[config.mk]
export PLATFORM = sky130hd
export DESIGN_NAME = sesion_cliente
export DESIGN_NICKNAME = d
export VERILOG_FILES = /design/src/rtl/sesion_cliente.sv
export SDC_FILE = /design/constraint.sdc
export NUM_CORES = 1
export LEC_CHECK = 0
export ABC_CLOCK_PERIOD_IN_PS = 4800
export BUFFER_PORTS_ARGS = -buffer_cell sky130_fd_sc_hd__buf_2
export CAP_MARGIN = 20
export CORE_AREA = 2 2 90 92
export DETAILED_ROUTE_END_ITERATION = 7
export DIE_AREA = 0 0 92 94
export PLACE_DENSITY = 0.76
export SETUP_SLACK_MARGIN = 0.2
export SLEW_MARGIN = 20
export SYNTH_ARGS = -nofsm -noshare
export SYNTH_HDL_FRONTEND = slang
export SYNTH_SLANG_ARGS = --single-unit
[constraint.sdc]
create_clock -name clk -period 4.8 [get_ports clk]
set_clock_uncertainty 0.05 [all_clocks]
set_input_delay 0.72 -clock clk [delete_from_list [all_inputs] [get_ports clk]]
set_output_delay 0.72 -clock clk [all_outputs]
set_load 0.005 [all_outputs]
[src/rtl/sesion_cliente.sv]
// sesion_cliente -- customer-side session driver for the cajero_atm keypad protocol.
//
// A start pulse inserts the card. The block then serializes a 4-digit BCD PIN
// as digito/digito_stb pulses, most significant digit first. It issues the
// transaction with monto_stb, watches the ATM status lines and reports one
// coded result through resultado/resultado_stb.
//
// Optional feature: define REINTENTO_PIN_EN to enable PIN retries. With it
// defined, a PIN rejection re-samples pin_cliente and resends all four digits,
// up to 2 retries per session.
//
// Ports:
//   clk, reset            clock; synchronous active-low reset
//   inicio                start pulse, ignored while ocupado
//   pin_cliente[15:0]     four BCD digits, [15:12] sent first
//   tipo_cliente          1 = withdrawal, 0 = deposit
//   monto_cliente[31:0]   transaction amount
//   balance_stb .. bloqueo  ATM status inputs
//   tarjeta_recibida      card-present level (TARJETA through FIN)
//   digito[3:0], digito_stb  PIN digit and its one-cycle strobe
//   tipo_trans, monto[31:0], monto_stb  transaction fields and strobe
//   ocupado               session in progress
//   resultado[2:0]        0 OK, 1 FONDOS_INSUF, 2 PIN_INC, 3 BLOQUEO, 4 TIMEOUT
//   resultado_stb         one-cycle result-valid pulse
//   aviso                 advertencia seen during the current session
module sesion_cliente #(
  parameter int GAP_CYCLES = 2,
  parameter int PIN_WAIT   = 4,
  parameter int TIMEOUT    = 255
) (
  input  logic        clk,
  input  logic        reset,
  input  logic        inicio,
  input  logic [15:0] pin_cliente,
  input  logic        tipo_cliente,
  input  logic [31:0] monto_cliente,
  input  logic        balance_stb,
  input  logic        entregar_dinero,
  input  logic        fondos_insuficientes,
  input  logic        pin_incorrecto,
  input  logic        advertencia,
  input  logic        bloqueo,
  output logic        tarjeta_recibida,
  output logic [3:0]  digito,
  output logic        digito_stb,
  output logic        tipo_trans,
  output logic [31:0] monto,
  output logic        monto_stb,
  output logic        ocupado,
  output logic [2:0]  resultado,
  output logic        resultado_stb,
  output logic        aviso
);

  typedef enum logic [2:0] {
    IDLE, TARJETA, DIGITO, GAP, ESPERA_PIN, MONTO, ESPERA_RESP, FIN
  } state_t;

  localparam logic [2:0] RES_OK      = 3'd0;
  localparam logic [2:0] RES_FONDOS  = 3'd1;
  localparam logic [2:0] RES_PIN     = 3'd2;
  localparam logic [2:0] RES_BLOQUEO = 3'd3;
  localparam logic [2:0] RES_TIMEOUT = 3'd4;

  state_t      state, state_next;
  logic [31:0] cnt;        // shared down-counter for GAP, ESPERA_PIN and ESPERA_RESP
  logic [1:0]  idx;        // digit index 0..3
  logic [2:0]  res_reg, res_next;
  logic        aviso_reg;
  logic [15:0] pin_lat;
  logic        tipo_lat;
  logic [31:0] monto_lat;

`ifdef REINTENTO_PIN_EN
  logic [1:0]  reintentos;
  logic        reintentar;
`endif

  // entregar_dinero is informational only and does not affect the session
  logic unused;
  assign unused = entregar_dinero;

  // State register
  always_ff @(posedge clk) begin
    if (!reset) state <= IDLE;
    else        state <= state_next;
  end

  // Next-state logic; status priority is encoded by the if/else order
  always_comb begin
    state_next = state;
    res_next   = res_reg;
`ifdef REINTENTO_PIN_EN
    reintentar = 1'b0;
`endif
    case (state)
      IDLE:    if (inicio) state_next = TARJETA;
      TARJETA: state_next = DIGITO;
      DIGITO: begin
        if (idx == 2'd3)          state_next = ESPERA_PIN;
        else if (GAP_CYCLES == 0) state_next = DIGITO;
        else                      state_next = GAP;
      end
      GAP: if (cnt <= 32'd1) state_next = DIGITO;
      ESPERA_PIN: begin
        if (bloqueo) begin
          state_next = FIN;
          res_next   = RES_BLOQUEO;
        end else if (pin_incorrecto) begin
`ifdef REINTENTO_PIN_EN
          if (reintentos != 2'd2) begin
            reintentar = 1'b1;
            state_next = (GAP_CYCLES == 0) ? DIGITO : GAP;
          end else begin
            state_next = FIN;
            res_next   = RES_PIN;
          end
`else
          state_next = FIN;
          res_next   = RES_PIN;
`endif
        end else if (cnt <= 32'd1) begin
          state_next = MONTO;
        end
      end
      MONTO: state_next = ESPERA_RESP;
      ESPERA_RESP: begin
        state_next = FIN;
        if (bloqueo)                   res_next = RES_BLOQUEO;
        else if (fondos_insuficientes) res_next = RES_FONDOS;
        else if (pin_incorrecto)       res_next = RES_PIN;
        else if (balance_stb)          res_next = RES_OK;
        else if (cnt <= 32'd1)         res_next = RES_TIMEOUT;
        else                           state_next = ESPERA_RESP;
      end
      FIN:     state_next = IDLE;
      default: state_next = IDLE;
    endcase
  end

  // Session control registers: counter, digit index, result, warning flag
  always_ff @(posedge clk) begin
    if (!reset) begin
      cnt        <= '0;
      idx        <= '0;
      res_reg    <= RES_OK;
      aviso_reg  <= 1'b0;
`ifdef REINTENTO_PIN_EN
      reintentos <= '0;
`endif
    end else begin
      case (state)
        IDLE: begin
          if (inicio) begin
            idx        <= '0;
            aviso_reg  <= 1'b0;
`ifdef REINTENTO_PIN_EN
            reintentos <= '0;
`endif
          end
        end
        DIGITO: begin
          if (idx == 2'd3) begin
            cnt <= 32'(PIN_WAIT);
          end else begin
            idx <= idx + 2'd1;
            cnt <= 32'(GAP_CYCLES);
          end
        end
        GAP: cnt <= cnt - 32'd1;
        ESPERA_PIN: begin
          cnt <= cnt - 32'd1;
`ifdef REINTENTO_PIN_EN
          if (reintentar) begin
            idx        <= '0;
            cnt        <= 32'(GAP_CYCLES);
            reintentos <= reintentos + 2'd1;
          end
`endif
        end
        MONTO:       cnt <= 32'(TIMEOUT);
        ESPERA_RESP: cnt <= cnt - 32'd1;
        default:     cnt <= cnt;
      endcase
      if (state != IDLE && advertencia) aviso_reg <= 1'b1;
      if (state_next == FIN)            res_reg   <= res_next;
    end
  end

  // Transaction data latches; outputs are gated by state so these need no reset
  always_ff @(posedge clk) begin
    if (state == IDLE && inicio) begin
      pin_lat   <= pin_cliente;
      tipo_lat  <= tipo_cliente;
      monto_lat <= monto_cliente;
    end
`ifdef REINTENTO_PIN_EN
    else if (reintentar) begin
      pin_lat <= pin_cliente;
    end
`endif
  end

  // Output logic (Moore)
  always_comb begin
    tarjeta_recibida = (state != IDLE);
    ocupado          = (state != IDLE);
    digito_stb       = (state == DIGITO);
    digito           = '0;
    if (state == DIGITO) begin
      case (idx)
        2'd0:    digito = pin_lat[15:12];
        2'd1:    digito = pin_lat[11:8];
        2'd2:    digito = pin_lat[7:4];
        default: digito = pin_lat[3:0];
      endcase
    end
    monto_stb  = (state == MONTO);
    tipo_trans = 1'b0;
    monto      = '0;
    if (state == MONTO || state == ESPERA_RESP || state == FIN) begin
      tipo_trans = tipo_lat;
      monto      = monto_lat;
    end
    resultado     = res_reg;
    resultado_stb = (state == FIN);
    aviso         = aviso_reg;
  end

endmodule

---- Word level (Yosys, flattened, before mapping) ----
Index checks and enable logic that the tools add are counted.
storage, ports and cells
  bits of input ports ..................... 58
  register bits ........................... 90
  output and inout bits ................... 46
  word-level logic and storage cells ...... 74
operators by class
  reduce and logical (&&, ||, !) cells .... 16
  $add $sub $neg .......................... 2
  order comparisons ....................... 1
  muxes and demuxes ....................... 32
  equality and inequality tests ........... 15
operator list
  kind                                                   number
  case mux 32 bit (3 select lines)                       1
  two-way mux 3 bit                                      14
  <= comparator 32 x 1 -> 1 bit (second input constant)  1
  two-way mux 32 bit                                     1
  subtractor 32 x 1 -> 32 bit (second input constant)    1
  case mux 3 bit (8 select lines)                        1
  == test 3 bit (second input constant)                  5
  case mux 4 bit (3 select lines)                        1
  two-way mux 1 bit                                      9
  nonzero test 2 bit                                     4
  == test 3 x 2 -> 1 bit (second input constant)         2
  inequality test 6 bit (second input constant)          1
  case mux 3 bit (2 select lines)                        1
  nonzero test 3 bit                                     2
  == test 2 bit (second input constant)                  2
  two-way mux 2 bit                                      2
  two-way mux 4 bit                                      1
  inequality test 2 bit (second input constant)          2
  case mux 2 bit (2 select lines)                        1
  AND reduction 4 bit                                    1
  == test 3 x 1 -> 1 bit (second input constant)         1
  zero test 3 bit                                        1
  inequality test 3 bit (second input constant)          1
  AND reduction 3 bit                                    1
  other kinds (7)                                        9

---- Longest topological paths before layout ----
  depth in word-level cells ............... 9
  depth in mapped cells ................... 9

---- Least setup slack after synthesis ----
OpenSTA, ideal clock, no wires.
  path kind ............................... register -> register
  start point ............................. register state[1]
  end point ............................... register idx[1]
  buffers on the path ..................... 1
  data arrival time ....................... 3484 ps
  slack ................................... 1138 ps
  setup time .............................. 128 ps
  stages on the path, launching flop included .. 7
  clock period less this slack ............ 3662 ps
  path through ............................ dfxtp_1 clkbuf_1 or3_1 nor2_1 nor2_1 a22oi_1 nor2_1
on the way
  cells in the longest elaborated chain, start to end .. 3
  elaborated cells on any way between the ends .. 7
  those cells by class .................... eq/ne: 3; mux: 1; reduce/logical: 3
RTL lines
  element                                                                       line  source
  from (decl)                                                                   65    state_t state, state_next;
  from (signal assigned)                                                        86    else state <= state_next;
  == test 3 x 2 -> 1 bit / zero test 3 bit (equally long branches)              152   case (state)
  inequality test 2 bit (no line) / nonzero test 2 bit (equally long branches)  n/a
  AND reduction 3 bit (no line)                                                 n/a
  to (signal assigned)                                                          166   idx <= idx + 2'd1;
  to (decl)                                                                     67    logic [1:0] idx;
Several ways; a longest one is shown, not always the timed one.
A chain may end at the register's enable or synchronous reset.

---- Worst setup path in the final report ----
  start point ............................. register state[2]
  end point ............................... output port tipo_trans
on the way
  cells in the longest elaborated chain, start to end .. 4
  elaborated cells on any way between the ends .. 6
  those cells by class .................... eq/ne: 3; mux: 1; reduce/logical: 2
RTL lines
  element              line  source
  == test 3 bit        221   if (state == MONTO || state == ESPERA_RESP || state == FIN) begin
  logical OR 1 bit     221
  logical OR 1 bit *   221
  two-way mux 1 bit *  221
  to (decl)            46    output logic tipo_trans,
Every way passes the cells marked *; elsewhere a longest branch is shown, timed or not.

==> results.md <==
Floorplanning:
- The chip width is 92 µm.
- The placeable core region is 7610 µm².
- The initial utilization of the core area, before any placement, comes to 52.5%.
- The floorplan die height is 94 µm.
- 104 I/O pins were placed.
- The floorplan has 32 rows.
- The die outline area is 8650 µm².

Clocking:
- The number of buffers inserted to repair setup after CTS is 0.
- The CTS sink count is 90.
- The clock tree root driver cell is clkbuf_8.
- At the later pin of the worst-skew pair, clock insertion delay measures 0.36 ns.
- Buffers inserted during clock tree synthesis total 9.
- The number of buffers inserted by hold repair at cts is 0.
- Clock-pin slew was measured on the worst setup and hold paths at 0.09 ns.
- The clock passes through at most 2 buffers.
- The post-cts sizing count is 0.
- The number of levels the H-tree was split into is 3.
- TritonCTS built the clock tree.

Worst setup path:
- The worst setup path is launched from a register.
- The library cell contributing the largest single delay on the critical path is dfxtp_1.
- For the worst setup path, the data required time is 4.03 ns.
- The worst reg-to-reg setup slack is 2.01 ns.
- Of all nets on the critical path, the largest fanout is 33.
- The critical path's largest stage delay is 0.73 ns.
- The critical path is of the register to output port type.
- The category of the worst setup path capture point is an output port.
- The signal on the critical path passes through inv_1 -> nor2_1 -> buf_4 -> and2_1 -> buf_2.
- Data on the critical path arrives at its endpoint at 2.16 ns.

STA:
- The share of the cycle needed by the critical path after routing is 61.0%.
- The count of final max-slew check failures is 0.
- Setup violations remaining at the end of the flow were counted as 0.
- The worst max-slew margin expressed relative to the limit is 45.4%.
- The setup TNS is 0 ns.
- Across all hold checks on the routed design, the worst slack comes to 0.445 ns.
- The timing-limited maximum frequency is 342 MHz.
- The transition time of the tightest slew-check pin is 0.812 ns.
- The post-route worst setup slack is 1.87 ns.
- Setup repair after global routing left no endpoint under its margin.
- The number of hold-slack violations in the final timing report was 0.
- The minimum period implied by the final worst setup slack is 2.93 ns.

Synth:
- Each instance of the synthesized netlist takes up on average 10.4 µm².
- The biggest area contributor in the post-synthesis netlist is edfxtp_1.
- The net count after synthesis is 446.
- Synthesis instantiated 44 different standard cells from the library.
- The proportion of synthesized chip area in sequential cells is 57.4%.
- The post-synthesis instance area is 3990 µm².
- The synthesized design devotes to its leading area cell type 36.9% of total area.
- Counting flops and latches in the post-synthesis netlist gives 90.
- Yosys printed 0 warnings.
- The synthesized instance count is 382.
- Sorting the synthesized cells by area gives the leading types as edfxtp_1 (37%), dfxtp_1 (21%), and2_1 (5.2%), nor2_1 (5.1%), a21oi_1 (3.3%).

Final layout:
- The library cell used most frequently in the layout, excluding fill and tap cells, is buf_2.
- Of the cells placed in the final design, the portion with a size suffix greater than 1 is 27.4%.
- In the final layout, the registers with the most flip-flops are cnt x32, monto_lat x32, pin_lat x16.
- The top cell types in the final layout, fill and taps aside, are buf_2 (102), nor2_1 (53), edfxtp_1 (49).
- For this run, the share of the core covered by cells in the final layout is 62.8%.
- The finished cells cover 4780 µm².
- The non-filler instance count after layout is 584.
- The total inserted antenna cells is 0.
- The layout has 676 filler cells.
- The final net count is 541.
- Relative to the synthesized area, the layout overhead comes to 19.7%.

Power:
- The part of the power in registers is 45.2%.
- The analysis attributes to cell leakage a power of 2.01 nW.
- The power per standard cell area is 522 nW/µm².
- Combinational cells account for 33.2% of the total power.
- The worst voltage drop across the vdd grid is 0.000346 V.
- The total power is 2.49 mW.
- The portion of total power attributed to the clock network is 21.6%.
- Net switching is 35.8% of the power.
- The internal power consumption is 1.60 mW.
- For this design the total switching power over the nets is 893 µW.

Status:
- The flow ran to the end, and the final reports show no timing, DRC or antenna violations.

Placed design:
- The congestion estimate from routability-driven global placement came to 0.820.
- The cell area after placement is 4570 µm².
- In this run, placement finished with an instance count of 568.
- Input and output buffers added on the ports amount to 102.
- Timing analysis after detailed placement gives a worst setup slack of 2.04 ns.
- The detailed placement HPWL is 5.70 mm.

Global route:
- Entering global routing, the biggest net connects 37 pins.
- Across every metal layer, demand over resource in global routing totals 19.6%.
- The wire length of the first global-routing pass is 13.4 mm.
- The via count of the first global-routing pass is 2,882.
- The number of antenna violations at the first check in global routing is 0.
- After global routing the overflow that remains totals 0.

Routing:
- The detailed-route via count is 3,106.
- The total wire length after detailed routing is 8.07 mm.
- The number of remaining DRC errors is 0.
- The routed length per placed instance is 13.8 µm.
- In the routed layout, each cell is associated on average with a via count of 5.32.
- The detail route stage leaves a number of antenna-violating nets equal to 0.
- The count of routing violations after the opening detailed-route iteration is 174.
- The length of the first detailed-routing pass in iterations is 4.

Hold path:
- The class of the tightest hold or removal check is register to register.

Flow run:
- The max-capacitance violation count is 0.
kinds of logic after synthesis:
| logic type | after synthesis | synth area share, % |
|---|---|---|
| simple gates | 171 | 22.8 |
| compound gates | 61 | 9.94 |
| buf+inv | 34 | 3.32 |
| mux | 1 | 0.282 |
| fa+ha+maj | 10 | 2.88 |
| xor+xnor | 15 | 3.29 |
| flops | 90 | 57.4 |
path summary, 6_finish.rpt:
kind	depth (start not counted)	startpoint	to
max	5	state[2]	tipo_trans
min	2	cnt[28]	cnt[28]
max reg2reg	5	cnt[19]	cnt[30]
min reg2reg	2	cnt[28]	cnt[28]
routing by layer:
metal | part of all wire (%) | vias up | GRT usage (%)
met1 | 43 | 1433 | 23.8
met3 | 5.8 | 12 | 5.06
met2 | 49 | 88 | 34.0
met4 | 1.8 | 0 | 6.84
li1 | - | 1573 | -
met5 | 0 | - | 0
cell type report:
class	count	area, µm²	share of cell area (%)
clock buffer	9	124	2.59
clock inverter	7	81.3	1.70
inverter	14	52.6	1.10
multi-input combinational	258	1570	32.9
sequential	90	2290	48.0
tap	102	128	2.67
timing repair buffer	104	526	11.0
synthesized netlist by cell type, drive strengths merged:
| master | count |
|---|---|
| a21oi | 26 |
| nor4b | 1 |
| xor2 | 5 |
| a211oi | 1 |
| edfxtp | 49 |
| or4 | 12 |
| o31ai | 2 |
| a22oi | 1 |
| nand2 | 15 |
| nand3 | 4 |
| a21o | 2 |
| nand4 | 4 |
| and2 | 33 |
| nor3 | 10 |
| maj3 | 4 |
| nand2b | 1 |
| or3b | 2 |
| a311oi | 1 |
| clkbuf | 17 |
| mux2 | 1 |
| nor4 | 12 |
| a222oi | 4 |
| ha | 6 |
| and3 | 1 |
| xnor2 | 10 |
| o21ai | 11 |
| or2 | 4 |
| o221a | 2 |
| a211o | 1 |
| o21a | 1 |
| or3 | 17 |
| dfxtp | 41 |
| inv | 14 |
| nor2 | 54 |
| o22ai | 1 |
| buf | 3 |
| a2111o | 1 |
| a2bb2oi | 1 |
| o221ai | 1 |
| nand3b | 1 |
| a221oi | 5 |
worst max-delay path: cells and delay by family, from the launching register on:
kind	cells	cell delay, ns
buf+inv	3	0.71
flops	1	0.73
simple gates	2	0.34
power by group through the flow:
stage          combinational (mW)  sequential (mW)  clock (mW)
2_1_floorplan               0.677             1.10           0
3_3_place_gp                0.802             1.13           0
3_5_place_dp                0.820             1.14           0
4_1_cts                     0.826             1.13       0.546
5_1_grt                     0.937             1.15       0.577
6_report                    0.829             1.13       0.538
Note: power is estimated with default switching activity, not from simulation.
